## src/rtl/seg_scan_decoder.sv

```systemverilog
// Receive side of a multiplexed 8-digit seven-segment scan bus: waits for a settled
// anode/cathode pair, decodes the lit digit back to hex and rebuilds the 32-bit value.
module seg_scan_decoder #(
    parameter int SETTLE_CYCLES = 4
) (
    input  logic        clk,
    input  logic        rst,
    input  logic [7:0]  anode,
    input  logic [7:0]  cathode,
    output logic [31:0] value,
    output logic [7:0]  digit_valid,
    output logic        frame_valid,
    output logic        seg_error,
    output logic        anode_error
);

    localparam logic [7:0] CNT_MAX = 8'(SETTLE_CYCLES);
    localparam logic [7:0] CAP_AT  = 8'(SETTLE_CYCLES - 1);

    // Returns {legal, nibble} for a 7-bit active-low {g,f,e,d,c,b,a} pattern.
    function automatic logic [4:0] glyph_decode(input logic [6:0] seg);
        logic [4:0] r;
        case (seg)
            7'h40:   r = {1'b1, 4'h0};
            7'h79:   r = {1'b1, 4'h1};
            7'h24:   r = {1'b1, 4'h2};
            7'h30:   r = {1'b1, 4'h3};
            7'h19:   r = {1'b1, 4'h4};
            7'h12:   r = {1'b1, 4'h5};
            7'h02:   r = {1'b1, 4'h6};
            7'h78:   r = {1'b1, 4'h7};
            7'h00:   r = {1'b1, 4'h8};
            7'h10:   r = {1'b1, 4'h9};
            7'h08:   r = {1'b1, 4'hA};
            7'h03:   r = {1'b1, 4'hB};
            7'h46:   r = {1'b1, 4'hC};
            7'h21:   r = {1'b1, 4'hD};
            7'h06:   r = {1'b1, 4'hE};
            7'h0E:   r = {1'b1, 4'hF};
            default: r = {1'b0, 4'h0};
        endcase
        return r;
    endfunction

    logic [15:0] sample;
    logic [15:0] s_q;
    logic [7:0]  cnt_q, cnt_d;
    logic        same;
    logic        capture;

    logic [31:0] value_q, value_d;
    logic [7:0]  dv_q, dv_d;
    logic [7:0]  seen_q, seen_d;
    logic        fv_q, fv_d;
    logic        seg_err_q, seg_err_d;
    logic        an_err_q, an_err_d;

    logic [7:0]  low;
    logic        blank;
    logic        multi;
    logic        single;
    logic [7:0]  hit;
    logic [4:0]  dec;
    logic        legal;
    logic [3:0]  nib;

    assign sample  = {anode, cathode};
    assign same    = (sample == s_q);
    assign capture = same && (cnt_q == CAP_AT);

    // Classification uses the registered sample, which equals the input whenever capture fires.
    assign low    = ~s_q[15:8];
    assign blank  = (low == 8'h00);
    assign multi  = |(low & (low - 8'd1));
    assign single = !blank && !multi;
    assign dec    = glyph_decode(s_q[6:0]);
    assign legal  = dec[4];
    assign nib    = dec[3:0];

    genvar gi;
    generate
        for (gi = 0; gi < 8; gi++) begin : g_hit
            assign hit[gi] = capture && single && low[gi];
        end
    endgenerate

    always_comb begin
        cnt_d = cnt_q;
        if (!same) begin
            cnt_d = 8'd0;
        end else if (cnt_q != CNT_MAX) begin
            cnt_d = cnt_q + 8'd1;
        end
    end

    always_comb begin
        value_d   = value_q;
        dv_d      = dv_q;
        seen_d    = seen_q;
        fv_d      = 1'b0;
        seg_err_d = seg_err_q;
        an_err_d  = an_err_q;
        if (capture && multi) begin
            an_err_d = 1'b1;
        end else if (|hit) begin
            // An illegal glyph still counts as the digit having been scanned.
            seen_d = seen_q | hit;
            if (legal) begin
                dv_d = dv_q | hit;
                for (int i = 0; i < 8; i++) begin
                    if (hit[i]) begin
                        value_d[i*4 +: 4] = nib;
                    end
                end
            end else begin
                seg_err_d = 1'b1;
                dv_d      = dv_q & ~hit;
            end
            if ((seen_q | hit) == 8'hFF) begin
                seen_d = 8'h00;
                fv_d   = 1'b1;
            end
        end
    end

    always_ff @(posedge clk or negedge rst) begin
        if (!rst) begin
            s_q       <= 16'hFFFF;
            cnt_q     <= 8'd0;
            value_q   <= 32'h0;
            dv_q      <= 8'h00;
            seen_q    <= 8'h00;
            fv_q      <= 1'b0;
            seg_err_q <= 1'b0;
            an_err_q  <= 1'b0;
        end else begin
            s_q       <= sample;
            cnt_q     <= cnt_d;
            value_q   <= value_d;
            dv_q      <= dv_d;
            seen_q    <= seen_d;
            fv_q      <= fv_d;
            seg_err_q <= seg_err_d;
            an_err_q  <= an_err_d;
        end
    end

    assign value       = value_q;
    assign digit_valid = dv_q;
    assign frame_valid = fv_q;
    assign seg_error   = seg_err_q;
    assign anode_error = an_err_q;

endmodule

```

## config.mk

```make
export PLATFORM = sky130hd
export DESIGN_NAME = seg_scan_decoder
export DESIGN_NICKNAME = d
export VERILOG_FILES = /design/src/rtl/seg_scan_decoder.sv
export SDC_FILE = /design/constraint.sdc
export NUM_CORES = 1
export LEC_CHECK = 0
export BUFFER_PORTS_ARGS = -buffer_cell sky130_fd_sc_hd__buf_2
export CORE_UTILIZATION = 45
export CTS_BUF_LIST = sky130_fd_sc_hd__clkbuf_8
export CTS_CLUSTER_DIAMETER = 150
export CTS_CLUSTER_SIZE = 24
export DETAILED_ROUTE_END_ITERATION = 7
export PLACE_DENSITY = 0.66
export SYNTH_ARGS = -nofsm -noshare
export SYNTH_HDL_FRONTEND = slang
export SYNTH_SLANG_ARGS = --single-unit
```

## constraint.sdc

```tcl
create_clock -name clk -period 2.65 [get_ports clk]
set_input_delay 0.1325 -clock clk [delete_from_list [all_inputs] [get_ports clk]]
set_output_delay 0.1325 -clock clk [all_outputs]
set_load 0.1 [all_outputs]
```

==> results of run 1 <==
==> worst max-delay path: stages (launching register included) <==
cell     delay (ns)
dfstp_2        0.62
xor2_1         0.10
nor4_2         0.38
buf_4          0.18
nand4_2        0.11
or4_1          0.68
mux2_4         0.35
==> final cells by class <==
cell class                 count  area share
inverter                      15     0.01255
clock buffer                   9     0.02761
clock inverter                 7     0.01534
tap                          102     0.02844
timing repair buffer          93      0.1344
sequential                    75      0.4228
multi-input combinational    188      0.3589
==> Yosys cell counts (3+ instances only) <==
master / count / area, um2
nor4_4: 4 / 85.08
and4_1: 3 / 26.28
or3_1: 7 / 43.79
xor2_1: 18 / 157.7
clkbuf_1: 3 / 11.26
xnor2_1: 3 / 26.28
o21ai_0: 10 / 50.05
a22o_1: 3 / 26.28
dfstp_2: 16 / 420.4
nor2_1: 22 / 82.58
and3_1: 3 / 18.77
a21oi_1: 3 / 15.01
dfrtp_1: 59 / 1476
inv_1: 14 / 52.55
nand4_1: 4 / 25.02
buf_4: 8 / 60.06
mux2_1: 8 / 90.09
mux2_4: 21 / 315.3
o21a_1: 5 / 37.54
nand2_1: 12 / 45.04
o2111ai_1: 3 / 26.28
nand3_1: 7 / 35.03
buf_6: 8 / 90.09
==> cells by family after synthesis <==
kind of cell	count (synthesis)	synth area share
compound gates	45	0.09480
simple gates	89	0.1620
mux	29	0.1089
xor+xnor	23	0.05815
buf+inv	35	0.05983
fa+ha+maj	2	0.006722
flops	75	0.5096
==> worst max path at each step <==
stage	end	slack, ns	startpoint
after floorplan	value[16]$_DFFE_PN0P_	0.28	s_q[0]$_DFF_PN1_
final	value[2]$_DFFE_PN0P_	0.12	s_q[9]$_DFF_PN1_
after global routing	value[0]$_DFFE_PN0P_	0.02	s_q[9]$_DFF_PN1_
after CTS	value[18]$_DFFE_PN0P_	0.05	s_q[9]$_DFF_PN1_
after global placement	value[14]$_DFFE_PN0P_	0.1	s_q[3]$_DFF_PN1_
after detailed placement	value[18]$_DFFE_PN0P_	-0.01	s_q[9]$_DFF_PN1_
==> layer usage <==
metal	wire, um	vias to the layer above	track usage
met5	0	-	0
met4	53	0	0.05128
met3	364	5	0.05911
met2	3533	70	0.3125
met1	3523	1264	0.2533
li1	-	1215	-
==> timing repair <==
action | 4_1_cts | 5_1_grt
gates resized for setup | 1 | 2
gates cloned | 0 | 0
hold endpoints to repair | 75 | 0
setup buffers | 0 | 0
hold buffers | 17 | 0
endpoints found under the setup margin | 4 | 13
==> metrics by stage <==
step	instance area (um2)	power, mW
finish	4487	2.211
global route	4487	2.313
CTS	4481	2.245
detailed placement	4116	1.363
global placement	4116	1.362
floorplan	3722	1.295
==> power by group <==
part           leakage [nW]  switching (mW)  internal (mW)
clock                 0.101           0.420          0.433
combinational          1.19          0.0907         0.0727
sequential            0.988          0.0274           1.17
total                  2.28           0.538           1.67
==> qor.yml, run 1 <==
netlist_instances: 298
ys_types: 65
grt_max_degree: 76
wire_per_inst_um: 15.28
final_common_cell: "buf_2"
crit_required_ns: 2.88
area_growth_pct: 20.54
crit_type: "reg -> reg"
port-buffer-count: 60
fmax_ghz: 0.3949
numClockSinks: 75
netlist_area_um2: 3722
die_x_um: 92.95
finalSetupViolCount: 0
initial_core_util: 0.4743
clk_pin_slew_ns: 0.08
p_leak_nw: 2.280
multi_input_area_um2: 1610
worstMarginPinSlew_ns: 0.4894
syn_nets: 318
io_pins: 61
dp_slack_ns: -0.009937
core.rowCount: 32
regArea_um2: 1897
end_kind: "register"
vias: 2554
drtPass1Iterations: 4
synth_warnings: 0
coreArea_um2: 7848
cts-root-buf: "clkbuf_8"
hold_viol: 0
final_core_util: 0.5717
clk_latency_ns: 0.35
p_per_area_nw_per_um2: 492.8
drc: 0
final_cells: 489
grt_pass1_vias: 2583
worstPathMaxFanout: 7
fin_ws_ns: 0.1176
cts_buffers: 9
min_path_type: "in -> async"
dp_hpwl_um: 5283
drt_wl_total_um: 7474
diodes: 0
die_area_um2: 8640
arrival_ns: 2.76
h-tree-depth: 3
fillers: 693
viasPerCell: 5.223
clockBufferDepth: 2
ys.flop_type: "dfrtp_1"
grt_pass1_wl_um: 12700
status: "complete, no violations"
r2r-start: "s_q[9]$_DFF_PN1_"
dp_cells: 456
cts_tree: "yes"
die_y_um: 92.95
timing.rr.end: "value[2]$_DFFE_PN0P_"
fin_skew_ns: 0.009389
ys_seq_area_frac: 0.5096
fin_tns_setup_ns: 0
async_reset_ff_frac: 1.000
grt_remaining_overflow: 0
maxCapViolations: 0
fin_crit_sh: 0.9556
drtIter0Drc: 81
grt_usage: 0.1939
antenna_found_initial: 0
antenna_left: 0
synth_edf_count: 0
whs_ns: 0.3228
most-common-layout-cells: "60 x buf_2, 59 x dfrtp_1, 22 x nor2_1"
period_needed_ns: 2.532
synth_seq_cells: 75
irDropWorstVdd_mv: 0.3142
ff2ff_path_depth: 6
drv_slew: 0
critPathLaunchType: "register"
fin_nets: 402
r2r_setup_slack_ns: 0.12
drive_gt1_frac: 0.3928
worst_slew_margin_rel: 0.6760
gp_congestion: 0.8646
rsz0062_at_grt: "no"
avgSynthCellArea_um2: 12.49
Note: power is estimated with default switching activity, not from simulation.
==> run 2, diff against run 1 <==
- RECOVER_POWER: not set -> 25
==> qor.yml, run 2 (synthesized netlist as in run 1, its figures left out) <==
min-delay-start: "cathode[5]"
io_pins: 61  # unchanged
coreArea_um2: 7848  # unchanged
drtPass1Iterations: 4  # unchanged
clockBufferDepth: 2  # unchanged
grt_remaining_overflow: 0  # unchanged
r2r-start: "s_q[9]$_DFF_PN1_"
ff2ff_path_depth: 6  # unchanged
drive_gt1_frac: 0.3514  # -0.04134
irDropWorstVdd_mv: 0.3146  # +0.12%
grt_use_met3: 0.05911  # unchanged
end_kind: "register"
core.rowCount: 32  # unchanged
drc: 0  # unchanged
antenna_found_initial: 0  # unchanged
worstPathMaxFanout: 7  # unchanged
rsz0062_at_grt: "no"
p_leak_nw: 2.231  # -2.2%
initial_core_util: 0.4743  # unchanged
use_met2: 0.3125  # unchanged
h-tree-depth: 3  # unchanged
cts_tree: "yes"
crit_required_ns: 2.88  # about the same
critPathLaunchType: "register"
fmax_ghz: 0.3954  # +0.13%
dp_cells: 456  # unchanged
worst_slew_margin_rel: -0.1845  # -0.8604
vias: 2550  # -0.16%
r2r_setup_slack_ns: 0.12  # about the same
regArea_um2: 1897  # unchanged
finalSetupViolCount: 0  # unchanged
hold_viol: 0  # unchanged
gp_congestion: 0.8646  # unchanged
fin_nets: 402  # unchanged
clk_pin_slew_ns: 0.07  # about the same
crit_type: "reg -> reg"
antenna_left: 0  # unchanged
final_common_cell: "dfrtp_1"
drv_slew: 76  # +76
p_per_area_nw_per_um2: 495.3  # +0.52%
grt-busiest-layer: "met2"
violations: "max-capacitance violations, max-slew violations"
dp_hpwl_um: 5283  # unchanged
fin_crit_sh: 0.9544  # -0.001269
cts_buffers: 9  # unchanged
die_y_um: 92.95  # unchanged
grt_usage: 0.1939  # unchanged
period_needed_ns: 2.529  # -0.003364 ns
die_x_um: 92.95  # unchanged
cts-root-buf: "clkbuf_8"
min_path_type: "in -> reg"
arrival_ns: 2.76  # about the same
drtIter0Drc: 82  # +1.2%
drt_wl_total_um: 7489  # +0.20%
fillers: 705  # +1.7%
port-buffer-count: 60  # unchanged
fin_skew_ns: 0.009512  # +0.0001228 ns
wire_per_inst_um: 15.31  # +0.20%
diodes: 0  # unchanged
grt_pass1_vias: 2583  # unchanged
endpoint: "value[2]$_DFFE_PN0P_"
whs_ns: 0.4443  # +0.1215 ns
most-common-layout-cells: "59 x dfrtp_1, 44 x buf_2, 22 x nor2_1"
numClockSinks: 75  # unchanged
grt_max_degree: 76  # unchanged
met1_usage: 0.2533  # unchanged
viasPerCell: 5.215  # -0.16%
timing.rr.end: "value[2]$_DFFE_PN0P_"
status: "finished with violations"
area_growth_pct: 19.60
startpoint: "s_q[9]$_DFF_PN1_"
grt_pass1_wl_um: 12700  # unchanged
maxCapViolations: 1  # +1
multi_input_area_um2: 1610  # unchanged
clk_latency_ns: 0.35  # about the same
die_area_um2: 8640  # unchanged
worstMarginPinSlew_ns: 1.777  # +1.287 ns
final_cells: 489  # unchanged
run 2: cell count changes in the layout (fill, tap and decap cells not counted), sizes merged:
cell,change
buf,-17
clkbuf,+17
run 2: per-stage QoR:
step	worst slack [ns]	TNS, ns	utilization	total power [mW]	instance area, um2
finish	0.1209	0	0.5673	2.205	4452
global route	0.01612	0	0.5673	2.307	4452
CTS	0.05150	0	0.5710	2.245	4481
detailed placement	-0.009937	-0.03248	0.5246	1.363	4116
global placement	0.09859	0	0.5246	1.362	4116
floorplan	0.2789	0	-	1.295	3722
run 2: worst min path at each step:
| stage | end | cells past startpoint |
|---|---|---|
| detailed placement | value[29]$_DFFE_PN0P_ | 2 |
| global route | s_q[7]$_DFF_PN1_ | 2 |
| finish | s_q[5]$_DFF_PN1_ | 2 |
| CTS | value[29]$_DFFE_PN0P_ | 3 |
| floorplan | async pin | 0 |
| global placement | value[29]$_DFFE_PN0P_ | 2 |
run 2: area by class of cell:
type	count	share of cell area
Clock buffer	9	0.02782
Clock inverter	7	0.01546
Inverter	15	0.01265
Multi-Input combinational cell	188	0.3617
Sequential cell	75	0.4261
Tap cell	102	0.02867
Timing Repair Buffer	93	0.1276
run 2: critical path, cell delays in order, from the launching register on:
cell and delay, ns:
dfstp_2 0.62, xor2_1 0.10, nor4_2 0.38, buf_4 0.18, nand4_2 0.11, or4_1 0.68
mux2_4 0.35
run 2: what timing repair did:
| action | CTS | global route |
|---|---|---|
| setup buffers | 0 | 0 |
| setup endpoints to repair | 4 | 13 |
| hold buffers | 17 | 0 |
| hold endpoints to repair | 75 | 0 |
| resized for setup | 1 | 2 |
run 2: where the power goes:
| group | switching [mW] | internal (mW) |
|---|---|---|
| combinational | 0.0908 | 0.0665 |
| sequential | 0.0275 | 1.17 |
| clock | 0.420 | 0.433 |
| total | 0.538 | 1.67 |
run 2: metal layers:
layer,up-vias,share of wire
li1,1217,-
met1,1260,0.47
met2,68,0.47
met3,5,0.049
met4,0,0.0071
met5,-,0
==> run 3, diff against run 2 <==
- REMOVE_ABC_BUFFERS: not set -> 1
- clock period: 2.65 -> 3.2 ns (I/O delays scaled with it)
==> qor.yml, run 3 (synthesized netlist as in run 1, its figures left out) <==
grt_max_degree: 32  # -58%
crit_type: "reg -> reg"
clk_pin_slew_ns: 0.08  # about the same
cts_buffers: 9  # unchanged
routed.top_layer: "met4"
vias: 2557  # +0.27%
p_per_area_nw_per_um2: 437.4  # -12%
period_needed_ns: 2.868  # +0.3385 ns
drc: 0  # unchanged
most-common-layout-cells: "59 x dfrtp_1, 43 x buf_2, 22 x nor2_1"
io_pins: 61  # unchanged
min_path_type: "in -> reg"
die_area_um2: 8640  # unchanged
h-tree-depth: 3  # unchanged
drt_wl_total_um: 7539  # +0.67%
p_leak_nw: 2.162  # -3.1%
maxCapViolations: 0  # -1
cts.repair.resized: 0  # -1
fin_crit_sh: 0.8961  # -0.05826
antenna_found_initial: 0  # unchanged
met2_length_um: 3444  # -2.6%
final_common_cell: "dfrtp_1"
critPathLaunchType: "register"
critPathBufInv: 0  # -1
cp_slowest_cell: "dfstp_2"
numClockSinks: 75  # unchanged
area_growth_pct: 17.24
fin_nets: 389  # -3.2%
status: "complete, no violations"
core.rowCount: 32  # unchanged
port-buffer-count: 60  # unchanged
gp_congestion: 0.8304  # -4.0%
final_core_util: 0.5561  # -0.01116
fmax_ghz: 0.3487  # -12%
drtIter0Drc: 112  # +37%
worstPathMaxFanout: 12  # +5
whs_ns: 0.4542  # +0.009974 ns
die_y_um: 92.95  # unchanged
clk_latency_ns: 0.36  # about the same
grt_pass1_vias: 2366  # -8.4%
worstPathCellList: "and3b_4 > a32o_1 > a211o_2 > nor4_4 > or3_1 > mux2_4"
drv_slew: 0  # -100%
cts-root-buf: "clkbuf_8"
drt-met1-wl_um: 3540  # +0.28%
wire_per_inst_um: 15.87  # +3.6%
fin_tns_setup_ns: 0  # unchanged
worstMarginPinSlew_ns: 1.306  # -0.4711 ns
grt_remaining_overflow: 0  # unchanged
irDropWorstVdd_mv: 0.4210  # +34%
worst_slew_margin_rel: 0.1296  # +0.3141
grt_pass1_wl_um: 11900  # -6.3%
met3_length_um: 405  # +9.8%
path_delay_family: "simple AND/OR/NAND/NOR gates"
drtPass1Iterations: 4  # unchanged
grt_usage: 0.1828  # -0.01108
hold_viol: 0  # unchanged
r2r-start: "s_q[0]$_DFF_PN1_"
finalSetupViolCount: 0  # unchanged
coreArea_um2: 7848  # unchanged
initial_core_util: 0.4743  # unchanged
startpoint: "s_q[0]$_DFF_PN1_"
cts_tree: "yes"
dp_cells: 443  # -2.9%
clockBufferDepth: 2  # unchanged
viasPerCell: 5.383  # +3.2%
die_x_um: 92.95  # unchanged
end_kind: "register"
crit_required_ns: 3.45  # +0.57 ns
diodes: 0  # unchanged
cp_slowest_stage_delay_ns: 0.65  # -0.03 ns
min-delay-start: "anode[6]"
final_cells: 475  # -2.9%
dp_hpwl_um: 5246  # -0.70%
rsz0062_at_grt: "no"
fin_skew_ns: 0.009790  # +0.0002786 ns
drive_gt1_frac: 0.3190  # -0.03239
antenna_left: 0  # unchanged
total_power_mw: 1.909  # -13%
arrival_ns: 3.12  # +0.36 ns
-- run 3: routing by layer --
| layer | vias up | GRT usage |
|---|---|---|
| met5 | - | 0 |
| met2 | 94 | 0.2690 |
| met3 | 19 | 0.06240 |
| met4 | 0 | 0.06795 |
| met1 | 1248 | 0.2487 |
| li1 | 1196 | - |
-- run 3: worst paths after layout --
kind | endpoint | slack (ns) | cells after the start
setup / recovery | value[23]$_DFFE_PN0P_ | 0.33 | 6
hold / removal | s_q[14]$_DFF_PN1_ | 0.45 | 2
setup reg to reg | value[23]$_DFFE_PN0P_ | 0.33 | 6
hold reg to reg | anode_error$_DFFE_PN0P_ | 0.47 | 1
max in group asynchronous | value[9]$_DFFE_PN0P_ | 0.93 | 3
min in group asynchronous | value[18]$_DFFE_PN0P_ | 0.52 | 2
-- run 3: repair_timing --
item	CTS	global route
endpoints found under the hold margin	27	0
hold buffers	17	0
setup buffers	0	0
-- run 3: power breakdown --
| part | internal [mW] | leakage (nW) | total, mW | switching [mW] |
|---|---|---|---|---|
| logic | 0.0468 | 1.07 | 0.113 | 0.0667 |
| clock network | 0.436 | 0.102 | 0.799 | 0.363 |
| registers | 0.967 | 0.988 | 0.996 | 0.0294 |
| total | 1.45 | 2.16 | 1.91 | 0.460 |
-- run 3: layout make-up --
cell class,instances,area (um2)
clock inverter,6,88.84
timing repair buffer,80,467.9
inverter,15,56.30
multi-input combinational,188,1603
clock buffer,9,123.9
sequential,75,1897
fill,722,3483
tap,102,127.6
-- run 3: metrics by stage --
step | area (um2) | setup slack [ns]
after floorplan | 3556 | 0.7137
after global placement | 4006 | 0.4092
after detailed placement | 4006 | 0.3302
after CTS | 4389 | 0.3315
after global routing | 4364 | 0.2024
final | 4364 | 0.3325
